$ cat src/rtl/trace_dump_ctrl_if.sv
// trace_dump_ctrl_if
// Signal bundle between the trace dump controller and its neighbours:
// command processor (dump_req/ch_sel/dump_abort), capture block
// (capture_done/trace_end/clr_capture_done), channel sample RAMs
// (ram_en/ram_addr/ram_rdata) and the UART transmitter (tx_data/trmt/tx_done).
// master : the dump controller side.
// slave  : the environment side (command, capture, RAMs, UART).
interface trace_dump_ctrl_if #(
    parameter int ADDR_W = 9,
    parameter int DATA_W = 8,
    parameter int NUM_CH = 3
);
    logic                     dump_req;
    logic [1:0]               ch_sel;
    logic                     dump_abort;
    logic                     capture_done;
    logic [ADDR_W-1:0]        trace_end;
    logic [NUM_CH-1:0]        ram_en;
    logic [ADDR_W-1:0]        ram_addr;
    logic [NUM_CH*DATA_W-1:0] ram_rdata;
    logic [DATA_W-1:0]        tx_data;
    logic                     trmt;
    logic                     tx_done;
    logic                     busy;
    logic                     dump_done;
    logic                     dump_err;
    logic                     clr_capture_done;

    modport master (
        input  dump_req, ch_sel, dump_abort, capture_done, trace_end,
        input  ram_rdata, tx_done,
        output ram_en, ram_addr, tx_data, trmt, busy, dump_done, dump_err,
        output clr_capture_done
    );

    modport slave (
        output dump_req, ch_sel, dump_abort, capture_done, trace_end,
        output ram_rdata, tx_done,
        input  ram_en, ram_addr, tx_data, trmt, busy, dump_done, dump_err,
        input  clr_capture_done
    );
endinterface

$ cat src/rtl/trace_dump_ctrl.sv
// trace_dump_ctrl
// Reads one channel of the circular capture RAMs oldest-to-newest (starting
// at trace_end+1 and wrapping) and streams each byte to the UART with a
// trmt/tx_done handshake. A full dump ends with dump_done and
// clr_capture_done pulsing together to re-arm capture.
// Ports:
//   clk  system clock
//   rst  synchronous active-high reset
//   bus  trace_dump_ctrl_if.master (request, capture status, RAM read port,
//        UART handshake, status pulses)
//
// state   | meaning
// --------+---------------------------------------------------------------
// IDLE    | waiting for an acceptable dump_req
// READ    | ram_en/ram_addr presented for the current sample
// LATCH   | RAM output valid; capture byte into tx_data, launch trmt
// WAIT_TX | byte in flight; wait for tx_done (or dump_abort)
// DONE    | all samples sent; fire dump_done/clr_capture_done
module trace_dump_ctrl #(
    parameter int ADDR_W = 9,
    parameter int DATA_W = 8,
    parameter int NUM_CH = 3
) (
    input  logic              clk,
    input  logic              rst,
    trace_dump_ctrl_if.master bus
);
    typedef enum logic [2:0] {IDLE, READ, LATCH, WAIT_TX, DONE} state_t;

    localparam logic [ADDR_W-1:0] LAST_SMPL = '1;
    localparam logic [2:0]        CH_LIMIT  = 3'(NUM_CH);

    state_t            state_q, state_d;
    logic [ADDR_W-1:0] rd_addr;
    logic [ADDR_W-1:0] smpl_cnt;
    logic [1:0]        ch_q;
    logic [DATA_W-1:0] tx_data_q;
    logic              trmt_q;
    logic              busy_q;
    logic              done_q;
    logic              err_q;

    logic              accept, reject, step, latch, abort_now, finish;
    logic [DATA_W-1:0] rd_byte;
    logic [NUM_CH-1:0] en_d;

    always_comb begin
        state_d   = state_q;
        accept    = 1'b0;
        reject    = 1'b0;
        step      = 1'b0;
        latch     = 1'b0;
        abort_now = 1'b0;
        finish    = 1'b0;
        unique case (state_q)
            IDLE: begin
                if (bus.dump_req) begin
                    if (bus.capture_done && ({1'b0, bus.ch_sel} < CH_LIMIT)) begin
                        accept  = 1'b1;
                        state_d = READ;
                    end else begin
                        reject = 1'b1;
                    end
                end
            end
            READ: begin
                if (bus.dump_abort) begin
                    abort_now = 1'b1;
                    state_d   = IDLE;
                end else begin
                    state_d = LATCH;
                end
            end
            LATCH: begin
                if (bus.dump_abort) begin
                    abort_now = 1'b1;
                    state_d   = IDLE;
                end else begin
                    latch   = 1'b1;
                    state_d = WAIT_TX;
                end
            end
            WAIT_TX: begin
                // abort wins over a tx_done in the same cycle
                if (bus.dump_abort) begin
                    abort_now = 1'b1;
                    state_d   = IDLE;
                end else if (bus.tx_done) begin
                    if (smpl_cnt == LAST_SMPL) begin
                        state_d = DONE;
                    end else begin
                        step    = 1'b1;
                        state_d = READ;
                    end
                end
            end
            DONE: begin
                finish  = 1'b1;
                state_d = IDLE;
            end
            default: state_d = IDLE;
        endcase
    end

    // Select the active channel's byte from the concatenated RAM outputs.
    always_comb begin
        rd_byte = '0;
        en_d    = '0;
        for (int c = 0; c < NUM_CH; c++) begin
            if (ch_q == 2'(c)) begin
                rd_byte = bus.ram_rdata[c*DATA_W +: DATA_W];
                en_d[c] = (state_q == READ);
            end
        end
    end

    always_ff @(posedge clk) begin
        if (rst) begin
            state_q   <= IDLE;
            rd_addr   <= '0;
            smpl_cnt  <= '0;
            ch_q      <= '0;
            tx_data_q <= '0;
            trmt_q    <= 1'b0;
            busy_q    <= 1'b0;
            done_q    <= 1'b0;
            err_q     <= 1'b0;
        end else begin
            state_q <= state_d;
            trmt_q  <= latch;
            done_q  <= finish;
            err_q   <= reject;
            if (accept) begin
                ch_q     <= bus.ch_sel;
                rd_addr  <= bus.trace_end + 1'b1;
                smpl_cnt <= '0;
                busy_q   <= 1'b1;
            end
            if (step) begin
                rd_addr  <= rd_addr + 1'b1;
                smpl_cnt <= smpl_cnt + 1'b1;
            end
            if (latch) begin
                tx_data_q <= rd_byte;
            end
            if (abort_now || finish) begin
                busy_q <= 1'b0;
            end
        end
    end

    // Address is parked at 0 whenever no dump is walking the RAM.
    assign bus.ram_en           = en_d;
    assign bus.ram_addr         = (state_q == IDLE || state_q == DONE) ? '0 : rd_addr;
    assign bus.tx_data          = tx_data_q;
    assign bus.trmt             = trmt_q;
    assign bus.busy             = busy_q;
    assign bus.dump_done        = done_q;
    assign bus.clr_capture_done = done_q;
    assign bus.dump_err         = err_q;
endmodule
$ cat src/flat_wrapper.sv
// flat-port wrapper written by rule: the top's interface ports become plain ports
module trace_dump_ctrl_flat 
#(
    parameter int ADDR_W = 9,
    parameter int DATA_W = 8,
    parameter int NUM_CH = 3
)
  (clk, rst, bus_dump_req, bus_ch_sel, bus_dump_abort, bus_capture_done, bus_trace_end, bus_ram_rdata, bus_tx_done, bus_ram_en, bus_ram_addr, bus_tx_data, bus_trmt, bus_busy, bus_dump_done, bus_dump_err, bus_clr_capture_done);
  trace_dump_ctrl_if #(.ADDR_W(ADDR_W), .DATA_W(DATA_W), .NUM_CH(NUM_CH)) bus_i ();
  input  logic clk;
  input  logic rst;
  input wire logic [$bits(bus_i.dump_req)-1:0] bus_dump_req;
  input wire logic [$bits(bus_i.ch_sel)-1:0] bus_ch_sel;
  input wire logic [$bits(bus_i.dump_abort)-1:0] bus_dump_abort;
  input wire logic [$bits(bus_i.capture_done)-1:0] bus_capture_done;
  input wire logic [$bits(bus_i.trace_end)-1:0] bus_trace_end;
  input wire logic [$bits(bus_i.ram_rdata)-1:0] bus_ram_rdata;
  input wire logic [$bits(bus_i.tx_done)-1:0] bus_tx_done;
  output wire logic [$bits(bus_i.ram_en)-1:0] bus_ram_en;
  output wire logic [$bits(bus_i.ram_addr)-1:0] bus_ram_addr;
  output wire logic [$bits(bus_i.tx_data)-1:0] bus_tx_data;
  output wire logic [$bits(bus_i.trmt)-1:0] bus_trmt;
  output wire logic [$bits(bus_i.busy)-1:0] bus_busy;
  output wire logic [$bits(bus_i.dump_done)-1:0] bus_dump_done;
  output wire logic [$bits(bus_i.dump_err)-1:0] bus_dump_err;
  output wire logic [$bits(bus_i.clr_capture_done)-1:0] bus_clr_capture_done;
  assign bus_i.dump_req = bus_dump_req;
  assign bus_i.ch_sel = bus_ch_sel;
  assign bus_i.dump_abort = bus_dump_abort;
  assign bus_i.capture_done = bus_capture_done;
  assign bus_i.trace_end = bus_trace_end;
  assign bus_i.ram_rdata = bus_ram_rdata;
  assign bus_i.tx_done = bus_tx_done;
  assign bus_ram_en = bus_i.ram_en;
  assign bus_ram_addr = bus_i.ram_addr;
  assign bus_tx_data = bus_i.tx_data;
  assign bus_trmt = bus_i.trmt;
  assign bus_busy = bus_i.busy;
  assign bus_dump_done = bus_i.dump_done;
  assign bus_dump_err = bus_i.dump_err;
  assign bus_clr_capture_done = bus_i.clr_capture_done;
  trace_dump_ctrl #(.ADDR_W(ADDR_W), .DATA_W(DATA_W), .NUM_CH(NUM_CH)) u_core (.clk(clk), .rst(rst), .bus(bus_i));
endmodule
$ cat config.mk
export PLATFORM = sky130hd
export DESIGN_NAME = trace_dump_ctrl_flat
export DESIGN_NICKNAME = d
export VERILOG_FILES = /design/src/rtl/trace_dump_ctrl_if.sv /design/src/rtl/trace_dump_ctrl.sv /design/src/flat_wrapper.sv
export SDC_FILE = /design/constraint.sdc
export NUM_CORES = 1
export LEC_CHECK = 0
export CORE_ASPECT_RATIO = 1.4
export CORE_UTILIZATION = 50
export DETAILED_ROUTE_END_ITERATION = 7
export PLACE_DENSITY_LB_ADDON = 0.25
export SYNTH_ARGS = -nofsm -noshare
export SYNTH_HDL_FRONTEND = slang
export SYNTH_SLANG_ARGS = --single-unit
export TNS_END_PERCENT = 10
$ cat constraint.sdc
create_clock -name clk -period 7.95 [get_ports clk]
set_input_delay 1.1925 -clock clk [delete_from_list [all_inputs] [get_ports clk]]
set_output_delay 1.1925 -clock clk [all_outputs]
set_load 0.005 [all_outputs]
==> flow_results.org <==
** Worst setup path
- Total buffers and inverters traversed by the critical path :: 1
- Among cell families on the critical path, the largest total delay comes from simple AND/OR/NAND/NOR gates.
- STA classifies the critical path endpoint as a flop.
- On the worst path, the slowest cell contributes a delay of just under 0.6 ns.
- CP required :: between 8 and 9 ns
- Cell with the largest stage delay on the worst path :: sky130_fd_sc_hd__nor2_2
- Startpoint class of the critical path :: primary input
- In this run the worst path has a maximum fanout of 19.
- Most numerous cell on the critical path :: sky130_fd_sc_hd__nand2_1
- The critical path is of the in2reg type.
- The signal on the critical path passes through clkdlybuf4s50_1 > or3_1 > nor2_2 > nand2_1 > nand2_1 > ha_1 > nand3_1 > and3_1 > a31oi_1 > o2bb2ai_1.
- At the worst endpoint, the arrival time is around 3.9 ns.

** Final layout
- Footprint of the multi-input gates :: 1214 um^2
- Fraction of layout cells with a size suffix above 1 :: 5.678%
- In the final layout, flip-flops and latches occupy 700.7 um^2.
- The number of antenna diodes in the final layout is 0.
- Layout area overhead :: 35.67%
- After filler insertion, the fill cell instance count of the layout stands at 312.
- The final layout contains 360 nets.

** Clocking
- Number of buffers inserted to repair setup after CTS :: 0
- CTS built an H-tree with a depth of 2.
- Resized cells post-CTS :: 0
- No sink is reached through more buffers than the 2 on the longest clock path.
- Buffer type at the clock tree root :: sky130_fd_sc_hd__clkbuf_8
- The clock net in this run drives a total of 35 sinks.
- TritonCTS built the clock tree.
- Insertion delay of the later-clocked pin in the worst-skew pair :: 0.29 ns
- Counting the buffers created by CTS gives 5.
- Clock-pin slew was measured on the worst setup and hold paths at ~0.070 ns.
- Count of hold-fix buffers inserted at cts :: 0

** Power
- VDD sags by at most 121.2 uV.
- Summed over all cells, the static leakage comes to 0.9267 nW.
- The analysis attributes to net switching a power of 0.00009702 W.
- Switching Fraction :: a little over a quarter
- Clk network pwr share :: 34.2%
- Power comes to ~0.00037 W.
- Portion of total power attributed to combinational logic :: 15.9%
- Pwr per Cell Area :: 135.6 nW/um^2
- Registers are responsible for between 50% and 60% of the overall power.
- Internal power comes to 0.0002741 W.

** Timing
- Setup repair after global routing left no endpoint under its margin.
- The max-slew violation count came to 0.
- Max Clock Skew :: 0.006782 ns
- Actual transition at the worst max-transition pin :: between 1 and 1.5 ns
- The number of hold violations in the final report is 0.
- Summed over all failing endpoints, the final setup total negative slack is 0 ns.
- The worst pin sits at a relative slew slack of 30.71%.
- Min Tclk post-route :: approximately 3.7 ns
- FMAX :: 270.5 MHz
- Once routing completed, OpenROAD measured the worst setup slack at around 4.3 ns.
- Share of the cycle needed by the critical path after routing :: between 40% and 50%
- Setup Viol. Count Final :: 0

** Routing
- Dividing the detail-routed via count by the number of cells gives around 5.9.
- The count of nets left with antenna violations once routing finished came out at 0.
- Routed WL :: 5307 um
- Dividing the detail-routed wire length by the instance count gives around 15 um.
- Starting DRT DRC Count :: between 100 and 150
- Residual DRC :: 0
- The pre-antenna-repair detailed-routing pass consisted of 4 iterations.
- Via count of the routed design :: about 2,100

** GRT
- For this run the aggregate overflow at the end of global routing stands at 0.
- Number of antenna violations at the first check in global routing :: 0
- Tot GR Track Use :: between 20% and 30%
- Largest net degree at the start of global routing :: 40
- The first global-routing pass estimated between 8000 and 9000 um of wire.
- The number of global-route vias before repair is about 2,000.

** Job
- The tool flagged a number of max-cap violations equal to 0.

** Die
- Die boundary width :: ~56 um
- Starting density of the core :: 53.91%
- Row cnt :: 26
- Die Ht :: ~77 um
- Standard cell core area :: between 3000 and 4000 um^2
- During I/O placement, the number of pins put on the boundary was 66.
- Die outline area :: between 4000 and 5000 um^2

** Place
- The congestion estimate from routability-driven global placement came to about 0.80.
- Placed wire-length estimate :: ~3700 um
- Worst slack at placement :: about 4.0 ns
- Port Buf Inserts :: 65

** Yosys
- Most frequently used flop master after synthesis :: sky130_fd_sc_hd__dfxtp_1
- Synthesis handed over a netlist of 260 instances.
- Nets in the synthesized netlist :: slightly above 300
- Synthesis Warnings :: 0
- After synthesis, the netlist uses slightly above 50 different library cells.
- Syn Std Cell Area :: about 2000 um^2
- In this run, synthesis inferred 0 flip-flops with an integrated enable.
- Post-synthesis async set-or-reset flop share :: 0%
- Each instance of the synthesized netlist takes up on average 7.757 um^2.
- Share of the yosys chip area belonging to registers :: roughly a third
- Seq cells post-synth :: 35

** Run status
- The run finished with clean final reports.

** Min path
- Hold crit path type :: reg2reg
-- kinds of logic after synthesis --
logic type / count (synthesis) / synth area share (%)
simple gates: 127 / 32.32
mux: 11 / 5.521
flops: 35 / 34.74
buf+inv: 22 / 5.086
compound gates: 58 / 18.74
xor+xnor: 4 / 1.737
fa+ha+maj: 3 / 1.861
-- state kept, by name (all words and copies together), names as in the netlist --
name                         count
u_core.bus.busy                  1
u_core.bus.clr_capture_done      1
u_core.bus.dump_err              1
u_core.bus.trmt                  1
u_core.bus.tx_data               8
u_core.ch_q                      2
u_core.rd_addr                   9
u_core.smpl_cnt                  9
u_core.state_q                   3
-- synth_stat cells, types with 2 or more instances --
library cell | instances | area (um^2)
sky130_fd_sc_hd__a211oi_1 | 11 | 82.58
sky130_fd_sc_hd__nand2b_1 | 2 | 12.51
sky130_fd_sc_hd__mux2i_1 | 10 | 100.1
sky130_fd_sc_hd__and3_1 | 4 | 25.02
sky130_fd_sc_hd__a22oi_1 | 2 | 15.01
sky130_fd_sc_hd__o21ai_0 | 7 | 35.03
sky130_fd_sc_hd__nor4b_1 | 2 | 17.52
sky130_fd_sc_hd__a31oi_1 | 5 | 31.28
sky130_fd_sc_hd__nand2_1 | 25 | 93.84
sky130_fd_sc_hd__nand3_1 | 10 | 50.05
sky130_fd_sc_hd__nand4_1 | 5 | 31.28
sky130_fd_sc_hd__nor3_1 | 7 | 35.03
sky130_fd_sc_hd__dfxtp_1 | 35 | 700.7
sky130_fd_sc_hd__clkbuf_1 | 14 | 52.55
sky130_fd_sc_hd__ha_1 | 3 | 37.54
sky130_fd_sc_hd__nor3b_1 | 2 | 15.01
sky130_fd_sc_hd__nor2b_1 | 10 | 62.56
sky130_fd_sc_hd__nand3b_1 | 4 | 30.03
sky130_fd_sc_hd__or3_1 | 2 | 12.51
sky130_fd_sc_hd__a21oi_1 | 22 | 110.1
sky130_fd_sc_hd__nor2_1 | 38 | 142.6
sky130_fd_sc_hd__xnor2_1 | 3 | 26.28
sky130_fd_sc_hd__buf_6 | 2 | 22.52
sky130_fd_sc_hd__inv_1 | 3 | 11.26
sky130_fd_sc_hd__nor4_1 | 6 | 37.54
-- power groups by stage --
| stage | clock network, W | logic (W) | registers (W) |
|---|---|---|---|
| 2_1_floorplan | 0 | 0.0000293 | 0.000186 |
| 3_3_place_gp | 0 | 0.0000575 | 0.000189 |
| 3_5_place_dp | 0 | 0.0000583 | 0.000190 |
| 4_1_cts | 0.000129 | 0.0000588 | 0.000186 |
| 5_1_grt | 0.000136 | 0.0000643 | 0.000186 |
| 6_report | 0.000127 | 0.0000588 | 0.000186 |
-- metal layers --
layer / global-route usage, % / wire (um)
met5: 0 / 0
met4: 11.00 / 71
met3: 5.565 / 417
met1: 28.30 / 2129
met2: 46.63 / 2689
-- area by class of cell --
| cell class | instances | share of cell area (%) |
|---|---|---|
| inverter | 3 | 0.4115 |
| clock buffer | 6 | 2.652 |
| multi-input combinational | 203 | 44.35 |
| sequential | 35 | 25.61 |
| clock inverter | 2 | 0.4572 |
| timing repair buffer | 68 | 24.60 |
| tap | 42 | 1.920 |
-- cells in the final DEF, fill, tap and decap left out, types with 2 or more instances in the layout --
| master | instances |
|---|---|
| sky130_fd_sc_hd__or3_1 | 2 |
| sky130_fd_sc_hd__nor3_1 | 7 |
| sky130_fd_sc_hd__nor4b_1 | 2 |
| sky130_fd_sc_hd__xnor2_1 | 3 |
| sky130_fd_sc_hd__nor3b_1 | 2 |
| sky130_fd_sc_hd__inv_1 | 3 |
| sky130_fd_sc_hd__a211oi_1 | 11 |
| sky130_fd_sc_hd__buf_4 | 3 |
| sky130_fd_sc_hd__dfxtp_1 | 35 |
| sky130_fd_sc_hd__nand3_1 | 10 |
| sky130_fd_sc_hd__mux2i_1 | 10 |
| sky130_fd_sc_hd__nand2b_1 | 2 |
| sky130_fd_sc_hd__nor4_1 | 6 |
| sky130_fd_sc_hd__o21ai_0 | 7 |
| sky130_fd_sc_hd__a31oi_1 | 5 |
| sky130_fd_sc_hd__nand4_1 | 5 |
| sky130_fd_sc_hd__clkdlybuf4s50_1 | 65 |
| sky130_fd_sc_hd__nor2b_1 | 10 |
| sky130_fd_sc_hd__nand2_1 | 25 |
| sky130_fd_sc_hd__a21oi_1 | 22 |
| sky130_fd_sc_hd__a22oi_1 | 2 |
| sky130_fd_sc_hd__clkbuf_8 | 5 |
| sky130_fd_sc_hd__nand3b_1 | 4 |
| sky130_fd_sc_hd__ha_1 | 3 |
| sky130_fd_sc_hd__and3_1 | 4 |
| sky130_fd_sc_hd__nor2_1 | 38 |
-- through the flow --
step,area (um^2),utilization (%),hold slack [ns],std cells
final,2736,73.14,0.4979,359
after global routing,2736,73.14,0.5245,359
after CTS,2736,73.14,0.5005,359
after detailed placement,2651,70.87,0.4906,351
after global placement,2651,70.87,0.4793,351
after floorplan,2017,-,0.4514,260
-- path summary, 6_finish.rpt --
path / from / to / slack (ns) / cells past startpoint
worst min-delay path: u_core.bus.tx_data[0]$_SDFFE_PP0P_ / u_core.bus.tx_data[0]$_SDFFE_PP0P_ / 0.50 / 2
worst max-delay path: bus_dump_abort / u_core.rd_addr[4]$_SDFFE_PP0P_ / 4.25 / 10
worst max register to register: u_core.smpl_cnt[0]$_SDFFE_PP0P_ / u_core.rd_addr[4]$_SDFFE_PP0P_ / 4.39 / 14
worst min register to register: u_core.bus.tx_data[0]$_SDFFE_PP0P_ / u_core.bus.tx_data[0]$_SDFFE_PP0P_ / 0.50 / 2
-- worst register-to-register path, delay by kind of cell, from the launching register on --
family                   cells  cell delay (ns)
adder cells (fa/ha/maj)      3             0.78
AO/OA/AOI/OAI                2             0.23
flip-flops                   1             0.34
AND/OR/NAND/NOR              9             2.09
(Power assumes the default switching activity.)
